<file path="config.mk">
export PLATFORM = sky130hd
export DESIGN_NAME = seven_seg_scan
export DESIGN_NICKNAME = d
export VERILOG_FILES = /design/src/rtl/seven_seg_scan.sv
export SDC_FILE = /design/constraint.sdc
export NUM_CORES = 1
export LEC_CHECK = 0
export BUFFER_PORTS_ARGS = -buffer_cell sky130_fd_sc_hd__buf_2
export CORE_ASPECT_RATIO = 0.9
export CORE_MARGIN = 2
export CORE_UTILIZATION = 57
export CTS_CLUSTER_SIZE = 24
export DETAILED_ROUTE_END_ITERATION = 10
export GPL_TIMING_DRIVEN = 0
export MAX_ROUTING_LAYER = met4
export PLACE_DENSITY = 0.78
export SYNTH_ARGS = -nofsm -noshare
export SYNTH_HDL_FRONTEND = slang
export SYNTH_SLANG_ARGS = --single-unit
</file>
<file path="constraint.sdc">
create_clock -name clk -period 3.4 [get_ports clk]
set_input_delay 0.34 -clock clk [delete_from_list [all_inputs] [get_ports clk]]
set_output_delay 0.34 -clock clk [all_outputs]
set_load 0.01 [all_outputs]
</file>
<file path="src/rtl/seven_seg_scan.sv">
// Four-digit multiplexed seven-segment scanner.
// Shadow-latches the display word once per frame, then walks the four digits.
// Each digit slot is a dark blanking period followed by the lit digit.
module seven_seg_scan #(
    parameter int unsigned CLK_DIV        = 50000,
    parameter int unsigned BLANK_CYCLES   = 500,
    parameter bit          SEG_ACTIVE_LOW = 1'b1,
    parameter bit          DIG_ACTIVE_LOW = 1'b1
) (
    input  logic        clk,
    input  logic        reset,
    input  logic [15:0] value_in,
    input  logic [3:0]  dp_in,
    input  logic        enable,
    input  logic        lzb_en,
    output logic [6:0]  seg_out,
    output logic        dp_out,
    output logic [3:0]  dig_out,
    output logic        frame_tick
);

    localparam int unsigned     CntW    = (CLK_DIV > 1) ? $clog2(CLK_DIV) : 1;
    localparam logic [CntW-1:0] CntLast = CntW'(CLK_DIV - 1);
    localparam logic [CntW-1:0] CntShow = CntW'(BLANK_CYCLES);
    localparam logic [6:0]      SegOff  = SEG_ACTIVE_LOW ? 7'h7F : 7'h00;
    localparam logic            DpOff   = SEG_ACTIVE_LOW;
    localparam logic [3:0]      DigOff  = DIG_ACTIVE_LOW ? 4'hF : 4'h0;

    typedef enum logic [1:0] {StIdle, StBlank, StShow} state_e;

    state_e          state_q, state_d;
    logic [CntW-1:0] cnt_q, cnt_d;
    logic [1:0]      dig_idx_q, dig_idx_d;
    logic [15:0]     shadow_val_q, shadow_val_d;
    logic [3:0]      shadow_dp_q, shadow_dp_d;
    logic [6:0]      seg_q, seg_d;
    logic            dp_q, dp_d;
    logic [3:0]      dig_en_q, dig_en_d;
    logic            tick_q, tick_d;

    logic [3:0]      nibble;
    logic [3:0]      lz_mask;
    logic [6:0]      seg_raw;

    // Active-high segment pattern {g,f,e,d,c,b,a} for one hex nibble.
    function automatic logic [6:0] hex_decode(input logic [3:0] nib);
        logic [6:0] s;
        unique case (nib)
            4'h0: s = 7'h3F;
            4'h1: s = 7'h06;
            4'h2: s = 7'h5B;
            4'h3: s = 7'h4F;
            4'h4: s = 7'h66;
            4'h5: s = 7'h6D;
            4'h6: s = 7'h7D;
            4'h7: s = 7'h07;
            4'h8: s = 7'h7F;
            4'h9: s = 7'h6F;
            4'hA: s = 7'h77;
            4'hB: s = 7'h7C;
            4'hC: s = 7'h39;
            4'hD: s = 7'h5E;
            4'hE: s = 7'h79;
            4'hF: s = 7'h71;
        endcase
        return s;
    endfunction

    // Next-state: slot counter, digit index, frame latch, then the registered outputs.
    always_comb begin
        state_d      = state_q;
        cnt_d        = cnt_q;
        dig_idx_d    = dig_idx_q;
        shadow_val_d = shadow_val_q;
        shadow_dp_d  = shadow_dp_q;
        tick_d       = 1'b0;

        if (!enable) begin
            state_d   = StIdle;
            cnt_d     = '0;
            dig_idx_d = '0;
        end else if (state_q == StIdle) begin
            state_d      = StBlank;
            cnt_d        = '0;
            dig_idx_d    = '0;
            shadow_val_d = value_in;
            shadow_dp_d  = dp_in;
            tick_d       = 1'b1;
        end else begin
            if (cnt_q == CntLast) begin
                cnt_d     = '0;
                dig_idx_d = dig_idx_q + 2'd1;
                // Wrapping back to digit 0 starts a new frame.
                if (dig_idx_q == 2'd3) begin
                    shadow_val_d = value_in;
                    shadow_dp_d  = dp_in;
                    tick_d       = 1'b1;
                end
            end else begin
                cnt_d = cnt_q + CntW'(1);
            end
            state_d = (cnt_d < CntShow) ? StBlank : StShow;
        end

        // Digit n blanks when it and every digit to its left is zero.
        lz_mask[3] = (shadow_val_d[15:12] == 4'h0);
        lz_mask[2] = lz_mask[3] && (shadow_val_d[11:8] == 4'h0);
        lz_mask[1] = lz_mask[2] && (shadow_val_d[7:4] == 4'h0);
        lz_mask[0] = 1'b0;

        nibble  = shadow_val_d[{dig_idx_d, 2'b00} +: 4];
        seg_raw = (lzb_en && lz_mask[dig_idx_d]) ? 7'h00 : hex_decode(nibble);

        seg_d    = SegOff;
        dp_d     = DpOff;
        dig_en_d = DigOff;
        if (state_d == StShow) begin
            seg_d    = seg_raw ^ {7{SEG_ACTIVE_LOW}};
            dp_d     = shadow_dp_d[dig_idx_d] ^ SEG_ACTIVE_LOW;
            dig_en_d = (4'b0001 << dig_idx_d) ^ {4{DIG_ACTIVE_LOW}};
        end
    end

    // State and output registers with synchronous reset.
    always_ff @(posedge clk) begin
        if (reset) begin
            state_q      <= StIdle;
            cnt_q        <= '0;
            dig_idx_q    <= '0;
            shadow_val_q <= '0;
            shadow_dp_q  <= '0;
            seg_q        <= SegOff;
            dp_q         <= DpOff;
            dig_en_q     <= DigOff;
            tick_q       <= 1'b0;
        end else begin
            state_q      <= state_d;
            cnt_q        <= cnt_d;
            dig_idx_q    <= dig_idx_d;
            shadow_val_q <= shadow_val_d;
            shadow_dp_q  <= shadow_dp_d;
            seg_q        <= seg_d;
            dp_q         <= dp_d;
            dig_en_q     <= dig_en_d;
            tick_q       <= tick_d;
        end
    end

    assign seg_out    = seg_q;
    assign dp_out     = dp_q;
    assign dig_out    = dig_en_q;
    assign frame_tick = tick_q;

endmodule

</file>
Word-level counts from Yosys, hierarchy flattened --
Memories as Yosys holds them, arrays and structs flattened. Index checks and enable logic that the tools add are counted.
Cells by class: add/subtract/negate cells 2, shift-type cells 2, mux-type cells 25, bitwise logic cells 5, magnitude comparators 2, equality and inequality tests 3, reductions and logical operators 10
Operator list (number):
- 16-bit two-way mux | 7
- 16-bit by 1-bit adder with 16-bit output (second input constant) | 1
- 16-bit == test (second input constant) | 1
- 16-bit by 9-bit < comparator with 1-bit output (second input constant) | 1
- 4-bit two-way mux | 4
- 16-bit by 5-bit indexed part select with 4-bit output | 1
- 4-bit zero test | 3
- 2-bit two-way mux | 6
- 7-bit two-way mux | 1
- 7-bit NOT | 1
- 1-bit two-way mux | 5
- 1-bit binary-select mux with 2-bit select | 2
- 2-bit == test (second input constant) | 2
- 4-bit NOT | 1
- 2-bit OR reduction | 2
- 1-bit by 2-bit left shift with 4-bit output (first input constant) | 1
- 1-bit logical AND | 3
- 2-bit by 3-bit < comparator with 1-bit output (second input constant) | 1
- 1-bit NOT | 3
- 3-bit OR reduction | 1
- 2-bit by 1-bit adder with 2-bit output (second input constant) | 1
- 2-bit zero test | 1
Word-level totals: bits in registers 53, memories 1, input port bits 24, word-level logic and storage cells 59, ROM bits 112, output and inout bits 13
Memories:
- (no name shown) | words 16, bits a word 7, read ports 1, clocked after memory_dff 0, write ports 0, RTL line 48 | unique case (nib)

Logic depth before layout (Yosys ltp) --
depth in word-level cells 13, mapped depth 16, gate-level depth less buffers 13

Worst setup path before layout --
Ideal clock, no wire load.
path type register to register, start point reg cnt_q[0], end point reg seg_q[3] (netlist: seg_out[3]), arrival time 3.020 ns, period minus slack after synthesis 3.137 ns, cell stages (with the launch flop) 15, data required time 3.283 ns, setup time 0.117 ns, setup slack 0.263 ns, path through dfxtp_1 ha_1 clkbuf_1 and3_1 and4_1 buf_6 mux2_4 buf_2 o21ai_0 a21oi_1 or3_1 ha_1 mux2_1 mux2i_1 nand2_1
Between the ends: cells in the longest elaborated chain, start to end 12
RTL lines:
- from (decl) | RTL line 32 | logic [CntW-1:0] cnt_q, cnt_d;
- from (signal assigned) | RTL line 138 | cnt_q <= cnt_d;
- parallel branches: the longest is 12 deep, another holds 16-bit by 1-bit adder with 16-bit output
- to (signal assigned) | RTL line 132 | seg_q <= SegOff;
- to (signal assigned) | RTL line 142 | seg_q <= seg_d;
- to (decl) | RTL line 36 | logic [6:0] seg_q, seg_d;
Several ways; the timed one is not identified. The select of a mux whose other input is x is not followed. A chain may end at the register's enable or synchronous reset.

Worst setup path after layout --
start point reg cnt_q[1], end point reg seg_q[3] (netlist: seg_out[3])
Same word-level chain as after synthesis.

==> results.txt <==
critical path endpoint category = register
Final Routed Wirelength = 6.45 mm
worst-margin pin slew = 0.794 ns
setup_tns = 0 ns
RePlAce Congestion = 0.870
asr flop ratio synth = 0
Worst EP arrival = 3.40 ns
Final setup viols = 0
CTS HTree Levels = 2
Initial Utilization = 0.597
crit path buf inv count = 2
worst setup path category = reg -> reg
Critical-path top delay cell = dfxtp_1
maximum fanout along the worst path = 10
CP peak stage delay = 0.39 ns
Final Max Slew Viols = 0
vias after detailed routing = 2,565
Tcrit/Tclk final = 0.942
startpoint types = register
synthesis-to-layout area growth = 12.2%
outcome = completed
Design Power = 1.11 mW
Die H = 71.9 um
met2 wire len = 2.81 mm
row count = 24
number of synthesized register bits = 53
PD cells = 340 mW/mm2
TritonCTS Buffers = 5
Congestion Overflow GR = 0
worst-case clock buffer depth = 2
global-route wire length before repair = 10.9 mm
die area = 0.00571 mm2
drt pass-1 iters = 4
Top Layer Used = met4
maxcap violations = 0
vias in the first global route = 2,369
register area share after synthesis = 0.363
Avg Synthesized Cell Area = 8.61 um2
DR WL/cell = 14.5 um
FMAX = 312 MHz
CTS tree = done
leading area contributor after synthesis = dfxtp_1
library cells used by synthesis = 62
Mapped Nets = 371
clock slew at reported path FFs = 0.09 ns
Remaining DRCs = 0
final worst path period need = 3.20 ns
Core ar. = 0.00489 mm2
hold crit path type = in -> reg
Rel. slew slack = 0.465
Fin. Hold Viols = 0
dpl cell area = 0.00318 mm2
io pins = 37
largest net degree at the start of global routing = 15
fin area = 0.00328 mm2
Syn Inst Count = 339
Post-synth EDFFs = 0
Die X = 79.5 um
Root Driver = clkbuf_8
post-route ant nets = 0
worst-skew pair later-pin latency = 0.30 ns
Filler cells = 427
CP required = 3.60 ns
crit-path cells = ha_4, and3_1, and4_1, buf_6, mux2_4, buf_2, o21ai_0, a21oi_1, or3_4, ha_1, mux2_1, mux2i_1, nand2_1
dpl hpwl = 4.75 mm
top_reg_cell synth = dfxtp_1
ratio of cells with drive above 1 in the final layout = 0.203
Peak VDD IR = 268 uV
dpl ws = -0.207 ns
metal3 WL = 416 um
Hold Buf Count CTS = 0
warning count from the yosys run = 0
M1 wire length = 3.16 mm
DR iter-0 viols = 175
antenna violations before repair = 0
Diodes inserted = 0
Nets = 413
largest cells by area after synthesis = dfxtp_1 (36%), mux2i_1 (5.8%), nand2_1 (5.7%)
PnR worst setup slack = 0.198 ns
top post-synthesis cells by count = dfxtp_1 (53), nand2_1 (44), nor2_1 (32)
# port buffers = 35
static leakage = 1.24 nW
Avg Vias per Cell = 5.76
cell family with most CP delay = simple AND/OR/NAND/NOR gates
total global-route track usage = 0.248
Synth top area share = 0.363
Final Skew = 0.00766 ns
clk sink count = 53
cell with the most instances after synthesis = dfxtp_1
RSZ-0062 raised after global routing = no
Netlist Area Pre-Place = 0.00292 mm2
[stage by stage]
step	std cells	util	hold WS (ns)
finish	445	0.669	0.291
global route	445	0.669	0.294
CTS	445	0.666	0.282
detailed placement	439	0.649	0.449
global placement	439	0.649	0.444
floorplan	339	-	0.426
[cell usage in the layout, fill, tap and decap left out, types with 2 or more instances in the layout]
cell / n
and2_1: 4
clkbuf_8: 5
or4_1: 2
buf_4: 5
nand3_1: 13
inv_1: 9
buf_6: 3
and4bb_1: 2
o41ai_1: 2
o21ai_0: 4
dfxtp_1: 52
nand2b_1: 2
buf_1: 3
mux2i_1: 17
and3_1: 4
o221ai_1: 5
xnor2_1: 9
a211o_1: 3
a2111oi_1: 2
nand2_1: 44
nor2b_1: 2
buf_2: 40
mux2_4: 3
or2_2: 2
nor3_1: 8
a31oi_1: 3
and4_1: 6
clkbuf_1: 8
ha_1: 7
nand4_1: 4
nor4_1: 4
xor2_1: 6
a21oi_1: 25
nor2_1: 32
mux2_2: 2
a211oi_1: 6
[area by class of cell]
| cell class | count | area (um2) | share of cell area |
|---|---|---|---|
| Buffer | 24 | 135 | 0.0412 |
| Clock buffer | 5 | 68.8 | 0.0210 |
| Clock inverter | 1 | 5.00 | 0.00153 |
| Inverter | 9 | 33.8 | 0.0103 |
| Multi-Input combinational cell | 252 | 1710 | 0.521 |
| Sequential cell | 53 | 1060 | 0.324 |
| Tap cell | 65 | 81.3 | 0.0248 |
| Timing Repair Buffer | 36 | 183 | 0.0557 |
[final timing paths]
kind | slack, ns | to | from | cells after the start
max | 0.20 | seg_out[3]$_SDFF_PP1_ | cnt_q[1]$_SDFF_PP0_ | 13
min | 0.29 | shadow_dp_q[1]$_SDFF_PP0_ | dp_in[1] | 3
max reg2reg | 0.20 | seg_out[3]$_SDFF_PP1_ | cnt_q[1]$_SDFF_PP0_ | 13
min reg2reg | 0.46 | shadow_dp_q[0]$_SDFF_PP0_ | shadow_dp_q[0]$_SDFF_PP0_ | 2
[routing by layer]
metal | up-vias | GRT usage
met1 | 1174 | 0.356
met2 | 89 | 0.363
met4 | 0 | 0.0747
met5 | - | -
li1 | 1294 | -
met3 | 8 | 0.0361
[cells by family (layout without fill, tap and decap cells)]
kind of cell	after synthesis	count (layout)	share of synthesized area
flip-flops	53	53	0.363
AO/OA/AOI/OAI	66	66	0.162
buffers and inverters	34	75	0.0591
adder cells (fa/ha/maj)	8	8	0.0343
multiplexers	24	24	0.0900
AND/OR/NAND/NOR	139	139	0.247
XOR/XNOR	15	15	0.0450
[state kept, by name (all words and copies together), names as in the netlist]
| register | count |
|---|---|
| dig_out | 4 |
| cnt_q | 16 |
| frame_tick | 1 |
| shadow_dp_q | 4 |
| seg_out | 7 |
| dig_idx_q | 2 |
| dp_out | 1 |
| shadow_val_q | 16 |
| state_q | 2 |
[timing repair]
action | 4_1_cts | 5_1_grt
setup endpoints to repair | 5 | 5
setup buffers | 1 | 0
resized for setup | 2 | 3
[worst register-to-register path, cell delays in order (launching register included)]
cell and delay, ns:
dfxtp_1 0.39, ha_4 0.19, and3_1 0.23, and4_1 0.23, buf_6 0.14, mux2_4 0.34, buf_2 0.21, o21ai_0 0.18
a21oi_1 0.06, or3_4 0.39, ha_1 0.25, mux2_1 0.29, mux2i_1 0.14, nand2_1 0.06
[power breakdown]
group | switching, mW | internal [mW]
clock network | 0.196 | 0.136
logic | 0.0796 | 0.0584
registers | 0.00917 | 0.636
total | 0.284 | 0.830
Power figures use the tool's default switching activity.
